## src/rtl/game_status_module.sv

```systemverilog
// -----------------------------------------------------------------------------
// game_status_module
//
// Game-level controller for the Greedy Snake design (40 MHz pixel clock).
// Debounces the start key, tracks the one-hot game state START/PLAY/END and,
// while in END, times the blinking end screen.
//
// Ports
//   CLK_40M        in  1  system clock, rising edge
//   RST            in  1  synchronous, active-high reset
//   Key_start      in  1  raw start button, active-high, asynchronous
//   Hit_sig        in  1  collision indication from the play logic
//   Game_status    out 3  one-hot state: START=001, PLAY=010, END=100
//   Flash_sig      out 1  end-screen draw enable
//   Flash_over_sig out 1  one-cycle pulse when the blink sequence finishes
//   Restart_sig    out 1  one-cycle pulse to reinitialise the snake
// -----------------------------------------------------------------------------
module game_status_module #(
    parameter int DEBOUNCE_CYCLES   = 400_000,
    parameter int FLASH_HALF_CYCLES = 10_000_000,
    parameter int FLASH_TIMES       = 3
) (
    input  logic       CLK_40M,
    input  logic       RST,
    input  logic       Key_start,
    input  logic       Hit_sig,
    output logic [2:0] Game_status,
    output logic       Flash_sig,
    output logic       Flash_over_sig,
    output logic       Restart_sig
);

    localparam int DB_W    = $clog2(DEBOUNCE_CYCLES + 1);
    localparam int HALF_W  = (FLASH_HALF_CYCLES > 1) ? $clog2(FLASH_HALF_CYCLES) : 1;
    localparam int PHASE_W = $clog2(2 * FLASH_TIMES);

    // Terminal counts: the debouncer accepts the new level on the edge at
    // which the mismatch has been seen for DEBOUNCE_CYCLES cycles.
    localparam logic [DB_W-1:0]    DB_LAST    = DB_W'(DEBOUNCE_CYCLES - 1);
    localparam logic [HALF_W-1:0]  HALF_LAST  = HALF_W'(FLASH_HALF_CYCLES - 1);
    localparam logic [PHASE_W-1:0] PHASE_LAST = PHASE_W'(2 * FLASH_TIMES - 1);

    typedef enum logic [2:0] {
        ST_START = 3'b001,
        ST_PLAY  = 3'b010,
        ST_END   = 3'b100
    } state_t;

    // ---------------------------------------------------------------------
    // Key path: two-flop synchroniser, debouncer, rising-edge detector
    // ---------------------------------------------------------------------
    logic            r_sync1;
    logic            r_sync2;
    logic [DB_W-1:0] r_db_cnt;
    logic            r_key_db;
    logic            r_key_db_d;
    logic            w_start_pulse;

    always_ff @(posedge CLK_40M) begin
        if (RST) begin
            r_sync1    <= 1'b0;
            r_sync2    <= 1'b0;
            r_db_cnt   <= '0;
            r_key_db   <= 1'b0;
            r_key_db_d <= 1'b0;
        end else begin
            r_sync1    <= Key_start;
            r_sync2    <= r_sync1;
            r_key_db_d <= r_key_db;
            // Any cycle where the synced level agrees with the accepted
            // level restarts the stability window.
            if (r_sync2 != r_key_db) begin
                if (r_db_cnt == DB_LAST) begin
                    r_key_db <= r_sync2;
                    r_db_cnt <= '0;
                end else begin
                    r_db_cnt <= r_db_cnt + DB_W'(1);
                end
            end else begin
                r_db_cnt <= '0;
            end
        end
    end

    // Only a fresh 0->1 of the debounced level starts a game, so a key that
    // is still held when END returns to START does nothing.
    assign w_start_pulse = r_key_db & ~r_key_db_d;

    // ---------------------------------------------------------------------
    // Game state machine with registered outputs
    // ---------------------------------------------------------------------
    state_t             r_state;
    logic [HALF_W-1:0]  r_half_cnt;
    logic [PHASE_W-1:0] r_phase_cnt;
    logic               r_flash;
    logic               r_flash_over;
    logic               r_restart;

    always_ff @(posedge CLK_40M) begin
        if (RST) begin
            r_state      <= ST_START;
            r_half_cnt   <= '0;
            r_phase_cnt  <= '0;
            r_flash      <= 1'b0;
            r_flash_over <= 1'b0;
            r_restart    <= 1'b0;
        end else begin
            // Pulses are one cycle wide by default.
            r_flash_over <= 1'b0;
            r_restart    <= 1'b0;
            case (r_state)
                ST_START: begin
                    r_flash <= 1'b0;
                    if (w_start_pulse) begin
                        r_state   <= ST_PLAY;
                        r_restart <= 1'b1;
                    end
                end

                ST_PLAY: begin
                    r_flash <= 1'b0;
                    if (Hit_sig) begin
                        // Blink timing starts from zero with the screen on.
                        r_state     <= ST_END;
                        r_flash     <= 1'b1;
                        r_half_cnt  <= '0;
                        r_phase_cnt <= '0;
                    end
                end

                ST_END: begin
                    if (r_half_cnt == HALF_LAST) begin
                        r_half_cnt <= '0;
                        if (r_phase_cnt == PHASE_LAST) begin
                            // Last half-period done: leave with screen off.
                            r_state      <= ST_START;
                            r_phase_cnt  <= '0;
                            r_flash      <= 1'b0;
                            r_flash_over <= 1'b1;
                        end else begin
                            r_phase_cnt <= r_phase_cnt + PHASE_W'(1);
                            r_flash     <= ~r_flash;
                        end
                    end else begin
                        r_half_cnt <= r_half_cnt + HALF_W'(1);
                    end
                end

                default: begin
                    // Corrupted encoding: recover quietly to START.
                    r_state     <= ST_START;
                    r_flash     <= 1'b0;
                    r_half_cnt  <= '0;
                    r_phase_cnt <= '0;
                end
            endcase
        end
    end

    assign Game_status    = r_state;
    assign Flash_sig      = r_flash;
    assign Flash_over_sig = r_flash_over;
    assign Restart_sig    = r_restart;

endmodule
```

## config.mk

```make
export PLATFORM = sky130hd
export DESIGN_NAME = game_status_module
export DESIGN_NICKNAME = d
export VERILOG_FILES = /design/src/rtl/game_status_module.sv
export SDC_FILE = /design/constraint.sdc
export NUM_CORES = 1
export LEC_CHECK = 0
export BUFFER_PORTS_ARGS = -buffer_cell sky130_fd_sc_hd__buf_2
export CAP_MARGIN = 20
export CORE_MARGIN = 1.5
export CORE_UTILIZATION = 30
export CTS_CLUSTER_DIAMETER = 30
export CTS_CLUSTER_SIZE = 28
export DETAILED_ROUTE_END_ITERATION = 16
export PLACE_DENSITY_LB_ADDON = 0.3
export SKIP_LAST_GASP = 1
export SYNTH_ARGS = -nofsm -noshare
export SYNTH_HDL_FRONTEND = slang
export SYNTH_SLANG_ARGS = --single-unit
```

## constraint.sdc

```tcl
create_clock -name CLK_40M -period 1.82 [get_ports CLK_40M]
set_clock_uncertainty 0.2 [all_clocks]
set_input_delay 0.364 -clock CLK_40M [delete_from_list [all_inputs] [get_ports CLK_40M]]
set_output_delay 0.364 -clock CLK_40M [all_outputs]
set_load 0.01 [all_outputs]
```

# Word level (Yosys, flattened, before mapping)
# Index checks and enable logic that the tools add are counted.
# totals
ff_bits	56
in_bits	4
out_inout_bits	6
word_cells	57
# classes
add_sub_neg	3
eq_ne	11
n_mux	18
n_bitwise	7
reduce_logical	7
# op_table
operator	count
$pmux W24 S3	1
$mux W24	2
$add A24 B1 Y24 const B	1
$eq A24 B24 Y1 const B	1
$mux W3	7
$add A19 B1 Y19 const B	1
$eq A19 B19 Y1 const B	1
$pmux W3 S3	2
$ne A2 B2 Y1 const B	4
$eq A3 B3 Y1 const B	2
$not A1 Y1	6
$reduce_or A3 Y1	2
$mux W1	5
$reduce_and A2 Y1	2
$reduce_and A4 Y1	1
$add A3 B1 Y3 const B	1
$eq A3 B1 Y1 const B	1
$eq A3 B2 Y1 const B	1
$reduce_and A3 Y1	1
$pmux W1 S2	1
$reduce_or A2 Y1	1
$and A1 B1 Y1	1
$ne A1 B1 Y1	1

# Logic depth before layout (Yosys ltp)
# Gate-level depths: netlist of run 1.
# depth
word_depth	4
depth_mapped	8
mapped_depth_nobuf	6

# Least setup slack after synthesis of run 1
# OpenSTA, ideal clock, no wires.
# synth_path
path_kind	register to register
startpoint	reg r_half_cnt[14]
endpoint	reg r_half_cnt[10]
setup_time_ns	0.115
t_arrival_ns	1.643
required_time_ns	1.505
slack_ns	-0.138
path_stages_with_launch	7
n_path_buf	1
period_less_slack_ns	1.958
path_cell_list	dfxtp_1 -> or3_4 -> nor4_4 -> nand3_2 -> a21oi_4 -> buf_6 -> nor2_2
# synth_between
elab_chain_len	3
# synth_lines
element	line	source
start, declared	93	logic [HALF_W-1:0] r_half_cnt;
start signal, assigned	145	r_half_cnt <= r_half_cnt + HALF_W'(1);
$eq A24 B24 Y1	132	if (r_half_cnt == HALF_LAST) begin
$mux W24	132	
$pmux W24 S3	111	case (r_state)
# Every way passes these cells.
# A chain may end at the register's enable or synchronous reset.

# Worst setup path in the final report of run 1
# layout_path
startpoint	reg r_db_cnt[7]
endpoint	reg r_db_cnt[15]
# layout_between
elab_chain_len	2
word_cells_on_any_way	3
cone_classes	add/sub: 1; eq/ne: 1; reduce/logical: 1
# layout_lines
element	line	source
start, declared	54	logic [DB_W-1:0] r_db_cnt;
start signal, assigned	77	r_db_cnt <= r_db_cnt + DB_W'(1);
parallel branches: the longest is 2 deep, another holds $add A19 B1 Y19	--	
# Parallel ways; which one is timed is not known.

==> summary.md, run 1 <==
| Metric | Value |
|---|---|
| Hold depth | 2 |
| Synth top area share | 0.437 |
| Syn. warnings | 0 |
| Worst-path fanout max | 8 |
| H-tree levels | 2 |
| Placed cell count | 433 |
| Worst Path Buf+Inv | 1 |
| MaxCap Viol Count | 0 |
| Final max-slew violation count | 0 |
| CORE AREA | 8260 um2 |
| Cell family with most CP delay | simple AND/OR/NAND/NOR gates |
| Synthesized instance count | 282 |
| DR vias | 2093 |
| Final nets | 347 |
| RSZ-0062 raised after global routing | true |
| I/O Pins | 10 |
| Initial core utilization | 0.311 |
| Final Hold Vio Count | 0 |
| Worst setup SP type | register |
| Final worst-path cycle share | 1.07 |
| Commonest cells in the synthesized netlist | 56 x dfxtp_1, 36 x nor2_1, 25 x xnor2_1 |
| Clock sink count | 56 |
| Syn nets | 288 |
| PD cells | 595 nW/um2 |
| Seq/Total Area, Yosys | 0.437 |
| Total congestion overflow | 0 |
| CP endpoint kind | register |
| Post-synth EDFFs | 0 |
| DRT Pass-1 Iters | 4 |
| Slowest-stage cell, CP | or4b_4 |
| Rel. slew slack | 0.757 |
| Worst vdd ir | 0.000349 V |
| Worst-Skew Late Latency | 0.30 ns |
| Area leader, netlist | dfxtp_1 |
| Root buffer cell | clkbuf_8 |
| Cell Rows | 33 |
| Final Critical Period | 1.94 ns |
| WL/cell | 12.1 um |
| Synth async-reset ratio | 0 |
| Outcome | finished with violations |
| Die area | 9120 um2 |
| Mapped Area | 2570 um2 |
| 1st-iter DRT viols | 80 |
| Pin count of the biggest net entering global routing | 18 |
| Failing checks | negative setup slack |
| Final setup violating endpoints | 43 |
| Initial antenna violation count | 0 |
| Layout cells sized above 1 | 0.336 |
| Stages on worst setup path | 6 |
| CP max stage delay | 0.53 ns |
| Total Routing Usage GR | 0.125 |
| Critical-path cell list | or4b_4, nor4_2, and4_1, or2_4, clkbuf_16, nor2_1 |
| Vias in the first global route | 2000 |
| Synth area leaders | dfxtp_1 44%, xnor2_1 8.5%, nor2_1 5.3% |
| HPWL after DPL | 3700 um |
| Critical Path RT | 1.82 ns |
| Drt drc | 0 |
| Die width | 95.5 um |
| Arr. time, crit path | 1.94 ns |
| Mean Syn Cell Area | 9.10 um2 |
| Worst-path clk slew | 0.10 ns |
| Cts bufs inserted | 5 |
| CTS tree | done |
| Vias per inst | 4.68 |
| Setup CP Type | reg2reg |
| Synthesis-stage register bit count | 56 |
| Post-route setup slack | -0.123 ns |
| Clk buf depth | 2 |
| Most numerous cell in the Yosys netlist | dfxtp_1 |
| Non-Filler Instances | 447 |
| Hold WC Path Type | in2reg |
| Wire length of the first global-routing pass | 8860 um |
| Leakage power | 1.17 nW |
| Layout area overhead | 30.5% |
| Die Y | 95.5 um |
| Pre-CTS setup slack | -0.163 ns |
| Post-Route Setup TNS | -2.51 ns |
| R2R cell count | 6 |
| Detail Route Antenna Nets | 0 |
| Hold-fix buffers, CTS | 0 |
| Input/output buffers | 9 |
| Post-route cell area | 3350 um2 |
| Number of library cell types mapped by synthesis | 40 |
| Fmax | 0.515 GHz |
| Post-DP Area | 3050 um2 |
| GPL Wtd Cong | 0.758 |
| Detailed Route WL | 5390 um |
| Worst Tran Pin Value | 0.361 ns |
| # diodes | 0 |
| Top_reg_cell synth | dfxtp_1 |
## final timing paths
path,startpoint,slack (ns),end
min,Key_start,0.08,r_sync1$_SDFF_PP0_
max reg2reg,r_db_cnt[7]$_SDFF_PP0_,-0.12,r_db_cnt[15]$_SDFF_PP0_
min reg2reg,r_sync1$_SDFF_PP0_,0.26,r_sync2$_SDFF_PP0_
max,r_db_cnt[7]$_SDFF_PP0_,-0.12,r_db_cnt[15]$_SDFF_PP0_
## power by group
part | switching, mW | internal (mW)
combinational | 0.0331 | 0.0290
clock | 0.391 | 0.312
sequential | 0.00164 | 1.23
total | 0.425 | 1.57
## timing repair
action                                  CTS  global route
buffers inserted                          0             4
gates resized for setup                   6            29
cloned                                    0             2
pin swaps                                 7            14
endpoints found under the setup margin   45            47
endpoints found under the hold margin     0             0
## cells in the final DEF (no fill, tap or decap), types with 2 or more instances in the layout
master	n
a21boi_1	2
a21oi_1	2
and3_1	3
and4_1	4
and4b_1	2
buf_12	2
buf_2	9
buf_4	44
clkbuf_1	2
clkbuf_16	2
clkbuf_8	6
dfxtp_1	53
dfxtp_2	3
ha_1	2
inv_1	7
mux2i_1	4
nand2_1	15
nand3_1	17
nand4_1	10
nand4b_1	2
nor2_1	25
nor2_2	22
nor2_4	9
nor2b_1	4
nor3_1	10
nor3b_1	2
nor4_1	5
nor4_2	2
o21ai_0	3
o21ai_1	3
or3_1	5
or4b_4	2
xnor2_1	25
xor2_1	15
## cell families (layout without fill, tap and decap cells)
family,after synthesis,in the layout,share of synthesized area
multiplexers,4,4,0.0156
buffers and inverters,14,74,0.0293
flip-flops,56,56,0.437
AND/OR/NAND/NOR,153,153,0.339
XOR/XNOR,40,40,0.137
adder cells (fa/ha/maj),2,2,0.00975
AO/OA/AOI/OAI,13,13,0.0332
## final cells by class
| class | count | area (um2) |
|---|---|---|
| Fill cell | 830 | 4910 |
| Multi-Input combinational cell | 212 | 1490 |
| Inverter | 7 | 26.3 |
| Clock buffer | 8 | 90.1 |
| Tap cell | 105 | 131 |
| Timing Repair Buffer | 59 | 492 |
| Sequential cell | 56 | 1120 |
## state kept, by name (all words and copies together) (netlist names)
register        cells
Flash_over_sig      1
r_phase_cnt         3
Flash_sig           1
r_sync2             1
r_key_db_d          1
Restart_sig         1
r_sync1             1
r_half_cnt         24
Game_status         3
r_db_cnt           19
r_key_db            1
## metrics by stage
step	total power, mW	hold WS [ns]	util
final	1.99	0.0795	0.406
after global routing	2.07	0.0750	0.406
after CTS	2.01	0.0790	0.383
after detailed placement	1.31	0.225	0.370
after global placement	1.31	0.219	0.370
after floorplan	1.28	0.202	-
## routing by layer
metal | vias to the layer above | routed length, um | global-route usage | share of wire
met5 | - | 0 | 0 | 0
met2 | 20 | 2410 | 0.199 | 0.45
met4 | 0 | 76 | 0.0490 | 0.014
li1 | 1085 | - | - | -
met1 | 983 | 2770 | 0.159 | 0.51
met3 | 5 | 138 | 0.0335 | 0.026
(Power assumes the default switching activity.)
==> run 2, diff against run 1 <==
==> constraint.sdc (replaced) <==
create_clock -name CLK_40M -period 1.8 [get_ports CLK_40M]
set_clock_uncertainty 0.2 [all_clocks]
set_input_delay 0.36 -clock CLK_40M [delete_from_list [all_inputs] [get_ports CLK_40M]]
set_output_delay 0.36 -clock CLK_40M [all_outputs]
set_load 0.01 [all_outputs]
==> run 2 against run 1 <==
  * The run still ends with negative setup slack left
  * Fmax rose by 0.85%
  * Clock power fell by 6.8%
  * Register-to-register slack barely moved
  * Total power fell by 2.2%
  * Core utilization fell by 0.33 points
  * Critical path type unchanged
==> summary.md, run 2 (same netlist as run 1, synthesis figures left out) <==
| Metric | Value |
|---|---|
| Final setup violating endpoints | 46 (was 43) |
| RSZ-0062 raised after global routing | true (unchanged) |
| Final worst-path cycle share | 1.07 (about the same) |
| Pin count of the biggest net entering global routing | 26 (was 18) |
| Pre-CTS setup slack | -0.163 ns (about the same) |
| 1st-iter DRT viols | 65 (was 80) |
| Biggest regs | r_half_cnt: 24 flops, r_db_cnt: 19 flops (unchanged) |
| Clock sink count | 56 (unchanged) |
| Total power | 1.95 mW (was 1.99 mW) |
| Outcome | finished with violations (unchanged) |
| Vias in the first global route | 1994 (was 2000) |
| Detailed Route WL | 5100 um (was 5390 um) |
| Clk buf depth | 2 (unchanged) |
| Final Hold Vio Count | 0 (unchanged) |
| Top reg by flops | r_half_cnt (unchanged) |
| CTS tree | done (unchanged) |
| Worst-Skew Late Latency | 0.30 ns (about the same) |
| Final nets | 348 (was 347) |
| Die area | 9120 um2 (unchanged) |
| Critical Path RT | 1.80 ns (was 1.82 ns) |
| Drt drc | 0 (unchanged) |
| Leakage power | 1.17 nW (about the same) |
| I/O Pins | 10 (unchanged) |
| Worst setup SP type | register (unchanged) |
| Initial antenna violation count | 0 (unchanged) |
| CP endpoint kind | register (unchanged) |
| Placed cell count | 437 (was 433) |
| Post-route setup slack | -0.126 ns (was -0.123 ns) |
| Vias per inst | 4.59 (was 4.68) |
| Arr. time, crit path | 1.93 ns (was 1.94 ns) |
| DRT Pass-1 Iters | 4 (unchanged) |
| Hold WC Path Type | in2reg (unchanged) |
| Fillers | 837 (was 830) |
| Worst-path clk slew | 0.09 ns (was 0.10 ns) |
| Worst vdd ir | 0.000238 V (was 0.000349 V) |
| Root buffer cell | clkbuf_8 (unchanged) |
| Commonest non-fill, non-tap cell in the layout | dfxtp_1 (unchanged) |
| Worst Tran Pin Value | 0.325 ns (was 0.361 ns) |
| Initial core utilization | 0.311 (unchanged) |
| Worst-path fanout max | 6 (was 8) |
| Cts bufs inserted | 5 (unchanged) |
| Final Critical Period | 1.93 ns (was 1.94 ns) |
| Detail Route Antenna Nets | 0 (unchanged) |
| Fin util | 0.402 (was 0.406) |
| HPWL after DPL | 3650 um (was 3700 um) |
| Commonest non-fill, non-tap cells in the layout | 49 x dfxtp_1, 46 x buf_4, 26 x nor2_1, 26 x nor2_2, 25 x xnor2_1 (was 53 x dfxtp_1, 44 x buf_4, 25 x nor2_1, 25 x xnor2_1, 22 x nor2_2) |
| Rel. slew slack | 0.781 (was 0.757) |
| Die Y | 95.5 um (unchanged) |
| # diodes | 0 (unchanged) |
| Wire length of the first global-routing pass | 9040 um (was 8860 um) |
| H-tree levels | 2 (unchanged) |
| Setup CP Type | reg2reg (unchanged) |
| Max reg flops | 24 (unchanged) |
| Total Routing Usage GR | 0.126 (was 0.125) |
| Layout area overhead | 29.4% (was 30.5%) |
| Non-Filler Instances | 447 (unchanged) |
| DR vias | 2051 (was 2093) |
| Register area | 1130 um2 (was 1120 um2) |
| Post-route cell area | 3320 um2 (was 3350 um2) |
| WL/cell | 11.4 um (was 12.1 um) |
| Input/output buffers | 9 (unchanged) |
| Cell Rows | 33 (unchanged) |
| CORE AREA | 8260 um2 (unchanged) |
| Hold-fix buffers, CTS | 0 (unchanged) |
| MaxCap Viol Count | 0 (unchanged) |
| Layout cells sized above 1 | 0.354 (was 0.336) |
| Final max-slew violation count | 0 (unchanged) |
| Hold WS | 0.0635 ns (was 0.0795 ns) |
| Failing checks | negative setup slack (unchanged) |
| Post-Route Setup TNS | -3.42 ns (was -2.51 ns) |
| GPL Wtd Cong | 0.733 (was 0.758) |
| Die width | 95.5 um (unchanged) |
| Area occupied by multi-input gates | 1480 um2 (was 1490 um2) |
| Fmax | 0.519 GHz (was 0.515 GHz) |
| Post-DP Area | 3100 um2 (was 3050 um2) |
| PD cells | 587 nW/um2 (was 595 nW/um2) |
| Total congestion overflow | 0 (unchanged) |
==> run 2: cell type report <==
type,instances,share of cell area
flip-flops and latches,56,0.340
inverters,7,0.00791
repair buffers,60,0.144
well taps,105,0.0395
clock inverters,1,0.00151
multi-input cells,212,0.445
clock buffers,6,0.0218
==> run 2: path summary, 6_finish.rpt <==
path | slack, ns | cells past startpoint | from | endpoint
worst max register to register | -0.13 | 6 | r_db_cnt[7]$_SDFF_PP0_ | r_db_cnt[17]$_SDFF_PP0_
worst min-delay path | 0.06 | 2 | Key_start | r_sync1$_SDFF_PP0_
worst max-delay path | -0.13 | 6 | r_db_cnt[7]$_SDFF_PP0_ | r_db_cnt[17]$_SDFF_PP0_
worst min register to register | 0.25 | 1 | r_sync1$_SDFF_PP0_ | r_sync2$_SDFF_PP0_
==> run 2: timing repair <==
item,4_1_cts,5_1_grt
endpoints found under the hold margin,0,0
resized for setup,7,23
gates cloned,0,1
setup endpoints to repair,46,47
buffers inserted,1,1
pin swaps,7,8
==> run 2: worst max-delay path: stages (launching register included) <==
cell,delay (ns)
dfxtp_2,0.33
or4b_4,0.52
nor4_2,0.13
and4_1,0.27
or2_4,0.18
clkbuf_16,0.15
nor2_1,0.04
==> run 2: power breakdown <==
| part | leakage, nW | total (mW) | internal [mW] | switching [mW] |
|---|---|---|---|---|
| clock network | 0.0410 | 0.654 | 0.266 | 0.388 |
| registers | 0.454 | 1.24 | 1.24 | 0.00139 |
| logic | 0.670 | 0.0541 | 0.0245 | 0.0295 |
| total | 1.17 | 1.95 | 1.53 | 0.419 |
==> run 2: metal layers <==
metal / up-vias / track usage / part of all wire
met2: 8 / 0.213 / 0.48
met1: 951 / 0.159 / 0.49
li1: 1087 / - / -
met3: 5 / 0.0287 / 0.018
met4: 0 / 0.0404 / 0.012
met5: - / 0 / 0
==> run 3, diff against run 2 <==
==> constraint.sdc (replaced) <==
create_clock -name CLK_40M -period 2.4 [get_ports CLK_40M]
set_clock_uncertainty 0.2 [all_clocks]
set_input_delay 0.48 -clock CLK_40M [delete_from_list [all_inputs] [get_ports CLK_40M]]
set_output_delay 0.48 -clock CLK_40M [all_outputs]
set_load 0.01 [all_outputs]
==> run 3 against run 2 <==
  * Design area fell by 15%
  * The flow now finishes without violations
  * Die area did not move
  * Core utilization fell by 5.9 points
  * Flip-flop and latch count did not move
  * Cell count fell by 10%
  * Clock-buffer cell count rose by 1
  * Clock power fell by 18%
  * Via count fell by 4.6%
  * Combinational power fell by 47%
  * Sequential power fell by 25%
  * Critical path type unchanged
==> summary.md, run 3 (same netlist as run 1, synthesis figures left out) <==
| Metric | Value |
|---|---|
| WL/cell | 12.0 um (was 11.4 um) |
| I/O Pins | 10 (unchanged) |
| Detail Route Antenna Nets | 0 (unchanged) |
| Wire length of the first global-routing pass | 8200 um (was 9040 um) |
| Gate power share | 0.019 (was 0.028) |
| Rel. slew slack | 0.750 (was 0.781) |
| Die area | 9120 um2 (unchanged) |
| Reg-to-Reg End | r_half_cnt[1]$_SDFFE_PP0P_ (was r_db_cnt[17]$_SDFF_PP0_) |
| Final setup violating endpoints | 0 (was 46) |
| Final max-slew violation count | 0 (unchanged) |
| Layout cells sized above 1 | 0.165 (was 0.354) |
| Post-Route Setup TNS | 0 ns (was -3.42 ns) |
| Final Critical Period | 2.08 ns (was 1.93 ns) |
| Commonest non-fill, non-tap cells in the layout | 56 x dfxtp_1, 36 x nor2_1, 25 x xnor2_1 (was 49 x dfxtp_1, 46 x buf_4, 26 x nor2_1, 26 x nor2_2, 25 x xnor2_1) |
| Critical-path cell list | or3_4, nor4_4, nand3_2, a21oi_4, buf_12, nor2_1 (was or4b_4, nor4_2, and4_1, or2_4, clkbuf_16, nor2_1) |
| Worst Hold Launch | Key_start (unchanged) |
| Sw power | 0.319 mW (was 0.419 mW) |
| CP endpoint kind | register (unchanged) |
| Input/output buffers | 9 (unchanged) |
| Pint | 1.18 mW (was 1.53 mW) |
| DRT Pass-1 Iters | 4 (unchanged) |
| Root buffer cell | clkbuf_8 (unchanged) |
| Total power | 1.49 mW (was 1.95 mW) |
| Setup CP Type | reg2reg (unchanged) |
| Vias per inst | 4.87 (was 4.59) |
| 1st-iter DRT viols | 94 (was 65) |
| Worst Tran Pin Value | 0.373 ns (was 0.325 ns) |
| Final worst-path cycle share | 0.867 (was 1.07) |
| PD cells | 527 nW/um2 (was 587 nW/um2) |
| Clk pwr share | 0.358 (was 0.335) |
| Die width | 95.5 um (unchanged) |
| Post-route setup slack | 0.320 ns (was -0.126 ns) |
| Post-CTS setup buffers | 0 (was 1) |
| GPL Wtd Cong | 0.761 (was 0.733) |
| Vias in the first global route | 1762 (was 1994) |
| Sw Share | 0.213 (was 0.215) |
| Worst setup SP type | register (unchanged) |
| Leakage power | 0.916 nW (was 1.17 nW) |
| Hold depth | 2 (unchanged) |
| R2R cell count | 6 (unchanged) |
| CP max stage delay | 0.40 ns (was 0.52 ns) |
| Reg2reg start | r_half_cnt[14]$_SDFFE_PP0P_ (was r_db_cnt[7]$_SDFF_PP0_) |
| Initial antenna violation count | 0 (unchanged) |
| Cell Rows | 33 (unchanged) |
| CORE AREA | 8260 um2 (unchanged) |
| Drt drc | 0 (unchanged) |
| Commonest non-fill, non-tap cell in the layout | dfxtp_1 (unchanged) |
| Cts bufs inserted | 5 (unchanged) |
| Outcome | finished clean (was finished with violations) |
| Cell family with most CP delay | simple AND/OR/NAND/NOR gates (unchanged) |
| Worst-path fanout max | 25 (was 6) |
| CTS tree | done (unchanged) |
| Slowest-stage cell, CP | or3_4 (was or4b_4) |
| Detailed Route WL | 4830 um (was 5100 um) |
| Layout area overhead | 10.6% (was 29.4%) |
| Pin count of the biggest net entering global routing | 26 (unchanged) |
| Post-DP Area | 2740 um2 (was 3100 um2) |
| Die Y | 95.5 um (unchanged) |
| Initial core utilization | 0.311 (unchanged) |
| Fmax | 0.481 GHz (was 0.519 GHz) |
| Total Routing Usage GR | 0.115 (was 0.126) |
| Pre-CTS setup slack | 0.278 ns (was -0.163 ns) |
| Worst Path Buf+Inv | 1 (unchanged) |
| Post-cts resize count | 0 (was 7) |
| Worst-Skew Late Latency | 0.31 ns (was 0.30 ns) |
| Max reg flops | 24 (unchanged) |
| H-tree levels | 2 (unchanged) |
| Worst vdd ir | 0.000243 V (was 0.000238 V) |
| Final nets | 302 (was 348) |
| R2r setup slk | 0.32 ns (was -0.13 ns) |
| MaxCap Viol Count | 0 (unchanged) |
| Biggest regs | r_half_cnt: 24 flops, r_db_cnt: 19 flops (unchanged) |
| Sequential share of power | 0.623 (was 0.637) |
| Clk buf depth | 2 (unchanged) |
| Total congestion overflow | 0 (unchanged) |
| Clock sink count | 56 (unchanged) |
| # diodes | 0 (unchanged) |
| Hold-fix buffers, CTS | 0 (unchanged) |
| Critical Path RT | 2.39 ns (was 1.80 ns) |
| Worst-path clk slew | 0.10 ns (was 0.09 ns) |
| Hold WC Path Type | in2reg (unchanged) |
| Post-route cell area | 2840 um2 (was 3320 um2) |
| DR vias | 1956 (was 2051) |
| Hold Path End | r_sync1$_SDFF_PP0_ (unchanged) |
| Stages on worst setup path | 6 (unchanged) |
| Top reg by flops | r_half_cnt (unchanged) |
| Final Hold Vio Count | 0 (unchanged) |
| RSZ-0062 raised after global routing | false (was true) |
| HPWL after DPL | 3400 um (was 3650 um) |
| Arr. time, crit path | 2.07 ns (was 1.93 ns) |
[run 3: per-layer routing]
layer | up-vias | wire [um] | global-route usage
met5 | - | 0 | 0
met1 | 940 | 2420 | 0.149
met2 | 18 | 2240 | 0.186
met4 | 0 | 41 | 0.0331
met3 | 4 | 128 | 0.0335
li1 | 994 | - | -
[run 3: through the flow]
step / hold slack (ns) / utilization / cells
floorplan: 0.214 / - / 282
global placement: 0.232 / 0.332 / 394
detailed placement: 0.231 / 0.332 / 394
CTS: 0.176 / 0.344 / 402
global route: 0.173 / 0.344 / 402
finish: 0.184 / 0.344 / 402
[run 3: layout make-up]
| class | count | area (um2) |
|---|---|---|
| flip-flops and latches | 56 | 1120 |
| inverters | 7 | 26.3 |
| repair buffers | 14 | 95.1 |
| well taps | 105 | 131 |
| clock buffers | 7 | 86.3 |
| fillers | 860 | 5420 |
| multi-input cells | 212 | 1370 |
| clock inverters | 1 | 7.51 |
[run 3: worst reg2reg max path, cell delays in order, from the launching register on]
cell and delay (ns):
dfxtp_1 0.36, or3_4 0.40, nor4_4 0.29, nand3_2 0.21, a21oi_4 0.22, buf_12 0.21
nor2_1 0.07
[run 3: worst max-delay path by stage]
stage                                     start                          end  slack [ns]
floorplan           r_half_cnt[14]$_SDFFE_PP0P_  r_half_cnt[10]$_SDFFE_PP0P_        0.44
detailed placement                      Hit_sig   r_half_cnt[5]$_SDFFE_PP0P_        0.28
finish              r_half_cnt[14]$_SDFFE_PP0P_   r_half_cnt[1]$_SDFFE_PP0P_        0.32
global placement                        Hit_sig   r_half_cnt[5]$_SDFFE_PP0P_        0.30
CTS                 r_half_cnt[14]$_SDFFE_PP0P_   r_half_cnt[3]$_SDFFE_PP0P_        0.31
global route        r_half_cnt[14]$_SDFFE_PP0P_   r_half_cnt[3]$_SDFFE_PP0P_        0.17
[run 3: power by group through the flow]
stage          clock (mW)  combinational (mW)  sequential [mW]
2_1_floorplan           0              0.0207            0.953
3_3_place_gp            0              0.0292            0.953
3_5_place_dp            0              0.0295            0.953
4_1_cts             0.558              0.0296            0.932
5_1_grt             0.598              0.0313            0.932
6_report            0.535              0.0287            0.931
